**config.mk**
```make
export PLATFORM = sky130hd
export DESIGN_NAME = blk_seq_ctrl
export DESIGN_NICKNAME = d
export VERILOG_FILES = /design/src/rtl/img_ctrl_pkg.sv /design/src/rtl/seq_timer.sv /design/src/rtl/blk_seq_ctrl.sv
export SDC_FILE = /design/constraint.sdc
export NUM_CORES = 1
export LEC_CHECK = 0
export ABC_AREA = 1
export ABC_CLOCK_PERIOD_IN_PS = 2740
export CAP_MARGIN = 40
export CORE_UTILIZATION = 45
export CTS_CLUSTER_DIAMETER = 200
export CTS_CLUSTER_SIZE = 40
export DETAILED_ROUTE_END_ITERATION = 7
export GPL_TIMING_DRIVEN = 0
export PLACE_DENSITY = 0.69
export SLEW_MARGIN = 20
export SYNTH_ARGS = -nofsm -noshare
export SYNTH_HDL_FRONTEND = slang
export SYNTH_SLANG_ARGS = --single-unit
```
**constraint.sdc**
```tcl
create_clock -name clk_0 -period 2.74 [get_ports clk_0]
set_input_delay 0.822 -clock clk_0 [delete_from_list [all_inputs] [get_ports clk_0]]
set_output_delay 0.822 -clock clk_0 [all_outputs]
set_load 0.03 [all_outputs]
```
**src/rtl/img_ctrl_pkg.sv**
```systemverilog
// img_ctrl_pkg: shared types and default constants for the block sequencer.
//   state_e          - sequencer FSM states
//   *_DEF            - default parameter values for blk_seq_ctrl
//   max_u()          - elaboration-time max of two unsigned ints
package img_ctrl_pkg;

    typedef enum logic [2:0] {
        IDLE,
        LOAD,
        LATENCY,
        ROUND,
        ENCODE
    } state_e;

    localparam int unsigned PIX_PER_BLK_DEF = 64;
    localparam int unsigned ROUND_LAT_DEF   = 20;
    localparam int unsigned ENC_TIMEOUT_DEF = 255;

    function automatic int unsigned max_u(input int unsigned a, input int unsigned b);
        return (a > b) ? a : b;
    endfunction

endpackage

```
**src/rtl/seq_timer.sv**
```systemverilog
// seq_timer: loadable free-running up-counter with terminal-count flag.
//   i_clk, i_rst_n - clock, asynchronous active-low reset
//   i_load         - load i_load_val (takes priority over i_en)
//   i_load_val     - value loaded on i_load
//   i_en           - count enable
//   i_tc_val       - terminal count value
//   o_tc           - high while the count equals i_tc_val
module seq_timer #(
    parameter int unsigned WIDTH = 8
) (
    input  logic             i_clk,
    input  logic             i_rst_n,
    input  logic             i_load,
    input  logic [WIDTH-1:0] i_load_val,
    input  logic             i_en,
    input  logic [WIDTH-1:0] i_tc_val,
    output logic             o_tc
);

    logic [WIDTH-1:0] r_cnt;

    always_ff @(posedge i_clk or negedge i_rst_n) begin
        if (!i_rst_n) begin
            r_cnt <= '0;
        end else if (i_load) begin
            r_cnt <= i_load_val;
        end else if (i_en) begin
            r_cnt <= r_cnt + 1'b1;
        end
    end

    assign o_tc = (r_cnt == i_tc_val);

endmodule

```
**src/rtl/blk_seq_ctrl.sv**
```systemverilog
// blk_seq_ctrl: block-level sequencer for the compression pipeline.
// Admits one 8x8 pixel block, holds the FDCT in reset between blocks, times the
// fixed pipeline latency, drives the rounding window and encoder start, then
// waits for all three channel encoders before admitting the next block.
//   clk_0, rst_n        - clock, asynchronous active-low reset
//   enable              - admit new blocks
//   pix_valid/pix_ready - pixel handshake
//   dct_2_D_rst         - FDCT reset (active high)
//   start_rounding      - rounding window level, PIX_PER_BLK cycles
//   start_encoder       - one-cycle pulse on the 2nd rounding cycle
//   sync_y/cb/cr        - encoder block-complete pulses
//   blk_done, blk_count - completion pulse and wrapping block counter
//   busy                - state != IDLE
//   timeout_err         - sticky encoder timeout, cleared by clear_err
//   stall_cnt           - LOAD cycles without pix_valid (only with BLK_SEQ_STALL_CNT_EN)
module blk_seq_ctrl
    import img_ctrl_pkg::*;
#(
    parameter int unsigned PIX_PER_BLK = PIX_PER_BLK_DEF,
    parameter int unsigned ROUND_LAT   = ROUND_LAT_DEF,
    parameter int unsigned ENC_TIMEOUT = ENC_TIMEOUT_DEF,
    parameter int unsigned BLK_CNT_W   = 16
) (
    input  logic                 clk_0,
    input  logic                 rst_n,
    input  logic                 enable,
    input  logic                 pix_valid,
    output logic                 pix_ready,
    output logic                 dct_2_D_rst,
    output logic                 start_rounding,
    output logic                 start_encoder,
    input  logic                 sync_y,
    input  logic                 sync_cb,
    input  logic                 sync_cr,
    output logic                 blk_done,
    output logic                 busy,
    output logic [BLK_CNT_W-1:0] blk_count,
    output logic                 timeout_err,
`ifdef BLK_SEQ_STALL_CNT_EN
    output logic [15:0]          stall_cnt,
`endif
    input  logic                 clear_err
);

    localparam int unsigned WIN_W  = $clog2(max_u(ROUND_LAT, PIX_PER_BLK));
    localparam int unsigned TMO_W  = $clog2(ENC_TIMEOUT + 1);
    localparam int unsigned PCNT_W = $clog2(PIX_PER_BLK + 1);

    if (ROUND_LAT < 2) begin : g_bad_round_lat
        $fatal(1, "ROUND_LAT must be >= 2");
    end
    if (PIX_PER_BLK < 2) begin : g_bad_pix_per_blk
        $fatal(1, "PIX_PER_BLK must be >= 2");
    end
    if (ENC_TIMEOUT < 1) begin : g_bad_enc_timeout
        $fatal(1, "ENC_TIMEOUT must be >= 1");
    end

    state_e               r_state, w_state_d;
    logic [PCNT_W-1:0]    r_pix_cnt, w_pix_cnt_d;
    logic [2:0]           r_sync, w_sync_d, w_sync_in, w_sync_all;
    logic                 r_pix_ready, w_pix_ready_d;
    logic                 r_dct_rst, w_dct_rst_d;
    logic                 r_start_rounding, w_start_rounding_d;
    logic                 r_start_encoder, w_start_encoder_d;
    logic                 r_round_first, w_round_first_d;
    logic                 r_blk_done, w_blk_done_d;
    logic                 r_busy;
    logic [BLK_CNT_W-1:0] r_blk_count, w_blk_count_d;
    logic                 r_timeout_err, w_timeout_err_d;
    logic                 w_accept;
    logic                 w_win_load, w_win_tc;
    logic [WIN_W-1:0]     w_win_tc_val;
    logic                 w_tmo_load, w_tmo_tc;

    assign w_accept  = pix_valid & r_pix_ready;
    assign w_sync_in = {sync_cr, sync_cb, sync_y};
    // Same-cycle arrival counts toward completion.
    assign w_sync_all = r_sync | w_sync_in;

    // One timer serves both the latency wait and the rounding window.
    assign w_win_tc_val = (r_state == LATENCY) ? WIN_W'(ROUND_LAT - 1) : WIN_W'(PIX_PER_BLK - 1);

    seq_timer #(
        .WIDTH (WIN_W)
    ) u_win_tmr (
        .i_clk      (clk_0),
        .i_rst_n    (rst_n),
        .i_load     (w_win_load),
        .i_load_val ('0),
        .i_en       (1'b1),
        .i_tc_val   (w_win_tc_val),
        .o_tc       (w_win_tc)
    );

    seq_timer #(
        .WIDTH (TMO_W)
    ) u_tmo_tmr (
        .i_clk      (clk_0),
        .i_rst_n    (rst_n),
        .i_load     (w_tmo_load),
        .i_load_val ('0),
        .i_en       (1'b1),
        .i_tc_val   (TMO_W'(ENC_TIMEOUT - 1)),
        .o_tc       (w_tmo_tc)
    );

    always_comb begin
        w_state_d          = r_state;
        w_pix_cnt_d        = r_pix_cnt;
        w_sync_d           = r_sync;
        w_pix_ready_d      = 1'b0;
        w_dct_rst_d        = r_dct_rst;
        w_start_rounding_d = 1'b0;
        w_start_encoder_d  = 1'b0;
        w_round_first_d    = 1'b0;
        w_blk_done_d       = 1'b0;
        w_blk_count_d      = r_blk_count;
        w_timeout_err_d    = r_timeout_err & ~clear_err;
        w_win_load         = 1'b0;
        w_tmo_load         = 1'b0;

        unique case (r_state)
            IDLE: begin
                w_pix_ready_d = enable;
                if (w_accept) begin
                    w_state_d     = LOAD;
                    w_pix_cnt_d   = PCNT_W'(1);
                    w_dct_rst_d   = 1'b0;
                    w_pix_ready_d = 1'b1;
                end
            end
            LOAD: begin
                w_pix_ready_d = 1'b1;
                if (w_accept) begin
                    w_pix_cnt_d = r_pix_cnt + 1'b1;
                    if (r_pix_cnt == PCNT_W'(PIX_PER_BLK - 1)) begin
                        w_state_d     = LATENCY;
                        w_pix_ready_d = 1'b0;
                        w_win_load    = 1'b1;
                    end
                end
            end
            LATENCY: begin
                if (w_win_tc) begin
                    w_state_d          = ROUND;
                    w_start_rounding_d = 1'b1;
                    w_round_first_d    = 1'b1;
                    w_win_load         = 1'b1;
                    w_sync_d           = '0;
                end
            end
            ROUND: begin
                w_sync_d = w_sync_all;
                // Encoder start trails the rounding register by one cycle.
                w_start_encoder_d = r_round_first;
                if (w_win_tc) begin
                    w_state_d  = ENCODE;
                    w_tmo_load = 1'b1;
                end else begin
                    w_start_rounding_d = 1'b1;
                end
            end
            ENCODE: begin
                w_sync_d = w_sync_all;
                if (&w_sync_all) begin
                    w_state_d     = IDLE;
                    w_blk_done_d  = 1'b1;
                    w_blk_count_d = r_blk_count + 1'b1;
                    w_dct_rst_d   = 1'b1;
                end else if (w_tmo_tc) begin
                    w_state_d       = IDLE;
                    w_timeout_err_d = 1'b1;
                    w_dct_rst_d     = 1'b1;
                end
            end
            default: begin
                w_state_d   = IDLE;
                w_dct_rst_d = 1'b1;
            end
        endcase
    end

    always_ff @(posedge clk_0 or negedge rst_n) begin
        if (!rst_n) begin
            r_state          <= IDLE;
            r_pix_cnt        <= '0;
            r_sync           <= '0;
            r_pix_ready      <= 1'b0;
            r_dct_rst        <= 1'b1;
            r_start_rounding <= 1'b0;
            r_start_encoder  <= 1'b0;
            r_round_first    <= 1'b0;
            r_blk_done       <= 1'b0;
            r_busy           <= 1'b0;
            r_blk_count      <= '0;
            r_timeout_err    <= 1'b0;
        end else begin
            r_state          <= w_state_d;
            r_pix_cnt        <= w_pix_cnt_d;
            r_sync           <= w_sync_d;
            r_pix_ready      <= w_pix_ready_d;
            r_dct_rst        <= w_dct_rst_d;
            r_start_rounding <= w_start_rounding_d;
            r_start_encoder  <= w_start_encoder_d;
            r_round_first    <= w_round_first_d;
            r_blk_done       <= w_blk_done_d;
            r_busy           <= (w_state_d != IDLE);
            r_blk_count      <= w_blk_count_d;
            r_timeout_err    <= w_timeout_err_d;
        end
    end

`ifdef BLK_SEQ_STALL_CNT_EN
    logic [15:0] r_stall_cnt;

    always_ff @(posedge clk_0 or negedge rst_n) begin
        if (!rst_n) begin
            r_stall_cnt <= '0;
        end else if (r_state == IDLE && w_state_d == LOAD) begin
            r_stall_cnt <= '0;
        end else if (r_state == LOAD && !pix_valid && r_stall_cnt != 16'hFFFF) begin
            r_stall_cnt <= r_stall_cnt + 16'd1;
        end
    end

    assign stall_cnt = r_stall_cnt;
`endif

    assign pix_ready      = r_pix_ready;
    assign dct_2_D_rst    = r_dct_rst;
    assign start_rounding = r_start_rounding;
    assign start_encoder  = r_start_encoder;
    assign blk_done       = r_blk_done;
    assign busy           = r_busy;
    assign blk_count      = r_blk_count;
    assign timeout_err    = r_timeout_err;

endmodule

```
## After elaboration in Yosys (flattened, before gate mapping)

Cells that the tools add are included.

- $add $sub $neg: 4
- Multipliers: 0
- Div/mod/pow operators: 0
- Magnitude comparators: 0
- Equal/unequal tests: 11
- Shift operators: 0
- Muxes and demuxes: 38
- Bitwise logic cells: 5
- Reduce and logical (&&, ||, !) cells: 11

Operators with widths:

| cell | number |
|---|---|
| $mux 3 | 8 |
| $mux 1 | 18 |
| $add 16x1->16 const B | 1 |
| $pmux 3 s5 | 1 |
| $mux 7 | 2 |
| $pmux 7 s2 | 1 |
| $mux 6 | 2 |
| $reduce_and 3->1 | 3 |
| $add 8x1->8 const B | 1 |
| $eq 8x8->1 const B | 1 |
| $mux 8 | 1 |
| $add 7x1->7 const B | 1 |
| $eq 7x6->1 const B | 1 |
| $add 6x1->6 const B | 1 |
| $eq 3x2->1 const B | 2 |
| $eq 6x6->1 | 1 |
| $pmux 1 s2 | 3 |
| $pmux 3 s2 | 1 |
| $ne 2x2->1 const B | 2 |
| $reduce_and 4->1 | 1 |
| $reduce_bool 2->1 | 2 |
| $eq 3x1->1 const B | 1 |
| $eq 3x3->1 const B | 1 |
| $logic_not 3->1 | 1 |
| other kinds (10) | 12 |

- Bits in registers: 51
- Bits in latches: 0
- RAM bits: 0
- Memory bits (read-only): 0
- Input port bits: 8
- Output and inout bits: 23
- Word-level logic and storage cells: 83
- Memories kept: 0

## Depth between registers and ports, before layout

- Depth after elaboration: 6
- Depth in mapped cells: 9
- Mapped depth without buffers: 9

## Cells and area by module

A second synthesis with hierarchy kept.

- Cell total of the unflattened synthesis: 415
- Area total of the unflattened synthesis: 3032.9 um2

By module, submodules not included:

| module | instances | cells each | area an instance (um2) | sequential area each (um2) |
|---|---|---|---|---|
| blk_seq_ctrl | 1 | 255 | 1920.6 | 927.1 |
| seq_timer (u_tmo_tmr) | 1 | 92 | 641.9 | 200.2 |
| seq_timer (u_win_tmr) | 1 | 68 | 470.5 | 150.1 |

## Worst setup path after synthesis

Ideal clock, no wire load.

- Path type: input to register
- Start point: input sync_cb
- End point: register r_blk_count[6], in the netlist blk_count[6]
- Library setup time: 134 ps
- Data arrival time: 1543 ps
- Required time: 2606 ps
- Path slack: 1062 ps
- Stages: 7
- Buffers on the path: 1
- Path through: inv_1 nand2_1 nand3_1 nor2_4 buf_6 nand2_2 xnor2_1

- Word-level cells in the longest chain between the ends: 2

RTL lines:

| element | line | text |
|---|---|---|
| start, declared | blk_seq_ctrl.sv:33 | `input logic sync_cb,` |
| $or 3x3->3 | blk_seq_ctrl.sv:79 | `assign w_sync_all = r_sync \| w_sync_in;` |
| $reduce_and 4->1 (no line) | -- |  |
| end signal, assigned | blk_seq_ctrl.sv:209 | `r_blk_count <= w_blk_count_d;` |
| end, declared | blk_seq_ctrl.sv:69 | `logic [BLK_CNT_W-1:0] r_blk_count, w_blk_count_d;` |

No other way between the ends.
A chain may end at the register's enable or synchronous reset.

## Worst setup path in the final report

- Start point: register r_dct_rst, in the netlist dct_2_D_rst
- End point: output dct_2_D_rst

RTL lines:

| element | line | text |
|---|---|---|
| start, declared | blk_seq_ctrl.sv:63 | `logic r_dct_rst, w_dct_rst_d;` |
| start signal, assigned | blk_seq_ctrl.sv:203 | `r_dct_rst <= w_dct_rst_d;` |
| end, declared | blk_seq_ctrl.sv:29 | `output logic dct_2_D_rst,` |

No word-level cell between the ends.

==> summary.txt <==
Run status
  – Status: finished, final reports clean

Timing
  – Setup violators final: 0
  – Relative slew margins: 0.589
  – Fin crit share: 0.849
  – Final hold viol count: 0
  – RSZ-0062 raised after global routing: no
  – Fin. max-slew vios: 0
  – Fin crit period: 2330 ps
  – Fmax: 430 MHz
  – Final Skew: 11.5 ps
  – Worst slew pin tran: 616 ps

Detailed routing
  – DR pass1 iterations: 4
  – Vias per inst: 4.63
  – DRT iter0 DRCs: 93
  – Residual DRC: 0
  – DRT antenna net count: 0
  – Via count: 1,978
  – DR WL/cell: 11.1 um
  – Routed wire length: 4740 um

Finish
  – Final instance area: 0.00305 mm^2
  – Non-Filler Instances: 427
  – Layout Nets: 367
  – Fraction of layout cells with a size suffix above 1: 0.0592
  – Area growth from synthesis to layout: 19.8%
  – Antenna cells: 0
  – Finished Core Util: 0.558

Synth
  – Syn_area_per_cell: 8.04 um^2
  – Async SR Flop Fraction: 1.00
  – Main synth FF type: dfrtp_1
  – YS warnings: 0
  – Top cells by area, synth: dfrtp_1, nand2_1, nor2_1
  – Seq/Total Area, Yosys: 0.501
  – Leading area contributor after synthesis: dfrtp_1
  – Syn Nets: 330
  – Mapped Cells: 317
  – Yosys top cell area share: 0.491
  – Area of the mapped netlist: 0.00255 mm^2
  – Number of flops mapped to enable cells by yosys: 0
  – Yosys cell types: 28
  – FF+latch count, synth: 51

Die
  – Initial Utilization: 0.465
  – Die area: 0.00597 mm^2
  – Rows: 27
  – Core Area: 0.00547 mm^2
  – Die width: 77.2 um
  – Die H: 77.2 um
  – IO Count: 31

Placed design
  – DP Cell Count: 419
  – PortBufs: 30
  – DP HPWL: 3510 um
  – DP Area: 0.00294 mm^2
  – RePlAce Congestion: 0.814

Global route
  – Total grt overflow: 0
  – Met3 usage: 0.0429
  – Initial antenna violation count: 0
  – GR peak layer: met2
  – Largest net degree at the start of global routing: 52
  – Global Route met2 Usage: 0.301
  – GR Util met1: 0.229
  – Number of global-route vias before repair: 1,893
  – Gr usage total: 0.178
  – First-pass GRT wire length: 8420 um

Critical path
  – Crit path max fanout: 2
  – Crit path arrival time: 1510 ps
  – Crit path max-delay family: buffers and inverters
  – Critical path capture point type: primary output
  – Worst path max stage delay: 660 ps
  – Buffers & Inverters on Critical Path: 1
  – CP max-delay cell: clkdlybuf4s50_1
  – Kind of critical path: reg -> out
  – Startpoint types: flop
  – Req. time, crit path: 1920 ps
  – Crit path from: dct_2_D_rst
  – CP Cell Sequence: clkdlybuf4s50_1
  – Crit Reg-Reg Startpoint: blk_count[0]

Clock tree
  – Worst-Skew Late Latency: 300 ps
  – Clk buf depth: 2
  – Clock root buffer: clkbuf_8
  – CTS HTree Levels: 2
  – Clk sinks: 51
  – Post-CTS sizing: 0
  – Clk pin slew, worst setup/hold paths: 90 ps
  – Post-CTS Setup Bufs: 0
  – Clock buffer count from CTS: 5
  – CTS tree: built
  – CTS Hold Bufs: 0

Flow run
  – Max_cap viols: 0

Power and ir drop
  – Peak VDD IR: 0.345 mV
  – Pwr dens: 542 mW/mm^2
  – Leak: 1.48 nW

Worst hold path
  – Hold crit path type: reg -> reg
  – Hold wc startpoint: u_win_tmr.r_cnt[0]
==> through the flow <==
step	TNS, ps	worst slack, ps	hold WS, ps	power (mW)
after floorplan	0	1060	433	1.05
after global placement	-33680	-675	456	1.13
after detailed placement	0	451	472	1.14
after CTS	0	398	485	1.68
after global routing	0	375	513	1.76
final	0	413	477	1.66
==> power breakdown <==
group	leakage, nW	internal (mW)	switching [mW]
registers	0.638	0.825	0.0613
logic	0.780	0.0970	0.138
clock network	0.0612	0.296	0.238
==> kinds of logic (layout without fill, tap and decap cells) <==
group,Yosys count,after routing,share of synthesized area
AO/OA/AOI/OAI,16,16,0.0334
XOR/XNOR,19,19,0.0653
adder cells (fa/ha/maj),5,5,0.0246
buffers and inverters,48,86,0.0766
flip-flops,51,51,0.501
multiplexers,1,1,0.00393
AND/OR/NAND/NOR,177,177,0.295
==> registers in the layout (all words and copies together) (netlist names) <==
| name | count |
|---|---|
| blk_done | 1 |
| r_round_first | 1 |
| r_pix_cnt | 7 |
| start_rounding | 1 |
| dct_2_D_rst | 1 |
| blk_count | 16 |
| busy | 1 |
| r_state | 3 |
| r_sync | 3 |
| u_tmo_tmr.r_cnt | 8 |
| u_win_tmr.r_cnt | 6 |
| start_encoder | 1 |
| pix_ready | 1 |
| timeout_err | 1 |
==> cell usage after synthesis (2+ instances only) <==
| cell type | number |
|---|---|
| dfrtp_1 | 50 |
| nand3_1 | 20 |
| o21ai_0 | 8 |
| nor2_1 | 47 |
| nand2_2 | 2 |
| ha_1 | 5 |
| inv_1 | 45 |
| nand2_1 | 92 |
| nor3_1 | 6 |
| xnor2_1 | 10 |
| nand3_2 | 2 |
| xor2_1 | 9 |
| buf_6 | 2 |
| a21oi_1 | 5 |
==> cell usage in the layout (no fill, tap or decap), drive strengths merged <==
cell and n:
dfstp 1, xnor2 10, o22ai 1, nor2 49
buf 3, dfrtp 50, a21oi 5, nand3 22
nor3 7, ha 5, nand4 1, bufinv 1
clkdlybuf4s50 29, a22oi 1, xor2 9, clkinv 1
clkbuf 6, inv 46, a31oi 1, o21ai 8
and3 1, mux2i 1, nor3b 1, or2 2
nand2 94
==> path summary, 6_finish.rpt <==
kind,slack [ps],depth (start not counted),endpoint
min in group asynchronous,530,1,r_pix_cnt[5]
max reg2reg,1250,8,blk_count[12]
max in group asynchronous,1790,1,u_tmo_tmr.r_cnt[5]
min,480,1,u_win_tmr.r_cnt[0]
max,410,1,dct_2_D_rst
min reg2reg,480,1,u_win_tmr.r_cnt[0]
==> layer usage <==
metal / vias to the layer above / routed length, um / part of all wire
met5: - / 0 / 0
met4: 0 / 35 / 0.0074
met3: 5 / 141 / 0.030
met2: 27 / 2320 / 0.49
met1: 899 / 2240 / 0.47
li1: 1047 / - / -
==> area by class of cell <==
cell class                      instances  area, um^2
Sequential cell                        51        1280
Tap cell                               72        90.1
Buffer                                  2        22.5
Clock buffer                            6        82.6
Multi-Input combinational cell        218        1070
Fill cell                             525        2420
Timing Repair Buffer                   30         298
Inverter                               46         173
Clock inverter                          2        35.0
No activity file was read; power rests on OpenSTA's default activity.
==> edit: new RTL, config.mk and constraints unchanged <==
The 5 states of `state_e` get a one-hot encoding in 5 bits.
--- a/src/rtl/img_ctrl_pkg.sv
+++ b/src/rtl/img_ctrl_pkg.sv
@@ -4,12 +4,12 @@
 //   max_u()          - elaboration-time max of two unsigned ints
 package img_ctrl_pkg;
 
-    typedef enum logic [2:0] {
-        IDLE,
-        LOAD,
-        LATENCY,
-        ROUND,
-        ENCODE
+    typedef enum logic [4:0] {
+        IDLE    = 5'b00001,
+        LOAD    = 5'b00010,
+        LATENCY = 5'b00100,
+        ROUND   = 5'b01000,
+        ENCODE  = 5'b10000
     } state_e;
 
     localparam int unsigned PIX_PER_BLK_DEF = 64;
Function: same outputs for any inputs over 10 cycles, from zero or initial values and one cycle with rst_n low; not proved beyond that.
==> edit against the original RTL <==
First-iteration DRC count fell by 6.5%; sequential cell count rose by 2; die area rose by 8.0%; routed wire length rose by 7.3%; critical path type unchanged; clock skew barely moved; setup slack improved by 0.0089 ns; total power rose by 4.7%; final area rose by 6.6%; synthesized area rose by 8.2%; critical endpoint unchanged; count of clock-buffer cells in the layout did not move; maximum frequency rose by 0.38%.
==> edit: results <==
set metrics [dict create \
    outcome "finished clean" \
    path_delay_family "buffers and inverters" \
    synth-main-ff-cell "dfrtp_1" \
    wire_per_inst_um 10.9 \
    antenna_found_initial 0 \
    leakagePower_nw 1.56 \
    ctsResizeCount 0 \
    post_dp_cell_area_um2 3150 \
    root_buffer "clkbuf_8" \
    async_reset_ff_share_pct 100 \
    cap_viol_max_count 0 \
    largest_reg_flops 16 \
    grt_usage_pct 17.5 \
    drtIter0Drc 87 \
    dp.final_hpwl_um 3800 \
    yosys-top-cells-area "dfrtp_1 46%, nand2_1 15%, nor2_1 7.1%, inv_1 6.5%, nand3_1 4.5%" \
    place_inst 457 \
    cts_max_level 2 \
    drive_above_1_share_pct 5.90 \
    synthesis.nets 365 \
    synth_cell_types 25 \
    drc_errors 0 \
    post_cts_buffers 0 \
    yosys_warnings 0 \
    port_buffers 30 \
    drt-total-wl_um 5080 \
    place.gp.congestion 0.835 \
    post-place-ws_ns 0.484 \
    finalNetCount 402 \
    tightestPinTransition_ns 0.663 \
    synth_area_per_cell_um2 7.83 \
    drt-vias-per-instance 4.75 \
    synth_top_cells_by_count "110 x nand2_1, 52 x nor2_1, 51 x dfrtp_1" \
    slowest_delay_ns 0.66 \
    grt_pass1_vias 1993 \
    grt_pass1_wl_um 8570 \
    ir_drop_mv 0.322 \
    skew_ns 0.0113 \
    cts_made_buffers 5 \
    ys_seq_area_share_pct 48.2 \
    grt_max_degree 54 \
]
[edit: report_power, final]
part	switching, mW	total [mW]	internal [mW]
Combinational	0.214	0.334	0.119
Sequential	0.0402	0.881	0.841
Clock	0.246	0.518	0.271
[edit: kinds of logic after synthesis]
| kind of cell | synth area share, % |
|---|---|
| AOI/OAI and AO/OA | 3.63 |
| xor gates and xnor gates | 6.04 |
| adders and majority gates | 2.27 |
| and+or+nand+nor | 32.5 |
| DFF | 48.2 |
| muxes | 0.363 |
| buffers and inverters | 6.94 |
[edit: path summary, 6_finish.rpt]
check / cells after the start / slack [ns] / startpoint / to
setup reg to reg: 6 / 1.22 / blk_count[0] / blk_count[10]
max in group asynchronous: 1 / 1.74 / rst_n / u_win_tmr.r_cnt[1]
setup / recovery: 1 / 0.42 / dct_2_D_rst / dct_2_D_rst
min in group asynchronous: 1 / 0.53 / rst_n / busy
hold / removal: 1 / 0.46 / u_win_tmr.r_cnt[0] / u_win_tmr.r_cnt[0]
hold reg to reg: 1 / 0.46 / u_win_tmr.r_cnt[0] / u_win_tmr.r_cnt[0]
[edit: area by class of cell]
cell class                 count  area, um^2
clock inverter                 2        35.0
buffer                         1        7.51
tap                           75        93.8
sequential                    53        1330
clock buffer                   6        72.6
multi-input combinational    249        1240
fill                         550        2670
inverter                      49         184
timing repair buffer          30         298
[edit: layer usage]
| layer | up-vias | GRT usage (%) | wire, um |
|---|---|---|---|
| met1 | 1017 | 22.9 | 2570 |
| li1 | 1156 | - | - |
| met2 | 29 | 28.8 | 2290 |
| met3 | 6 | 3.41 | 151 |
| met5 | - | 0 | 0 |
| met4 | 0 | 6.43 | 76 |
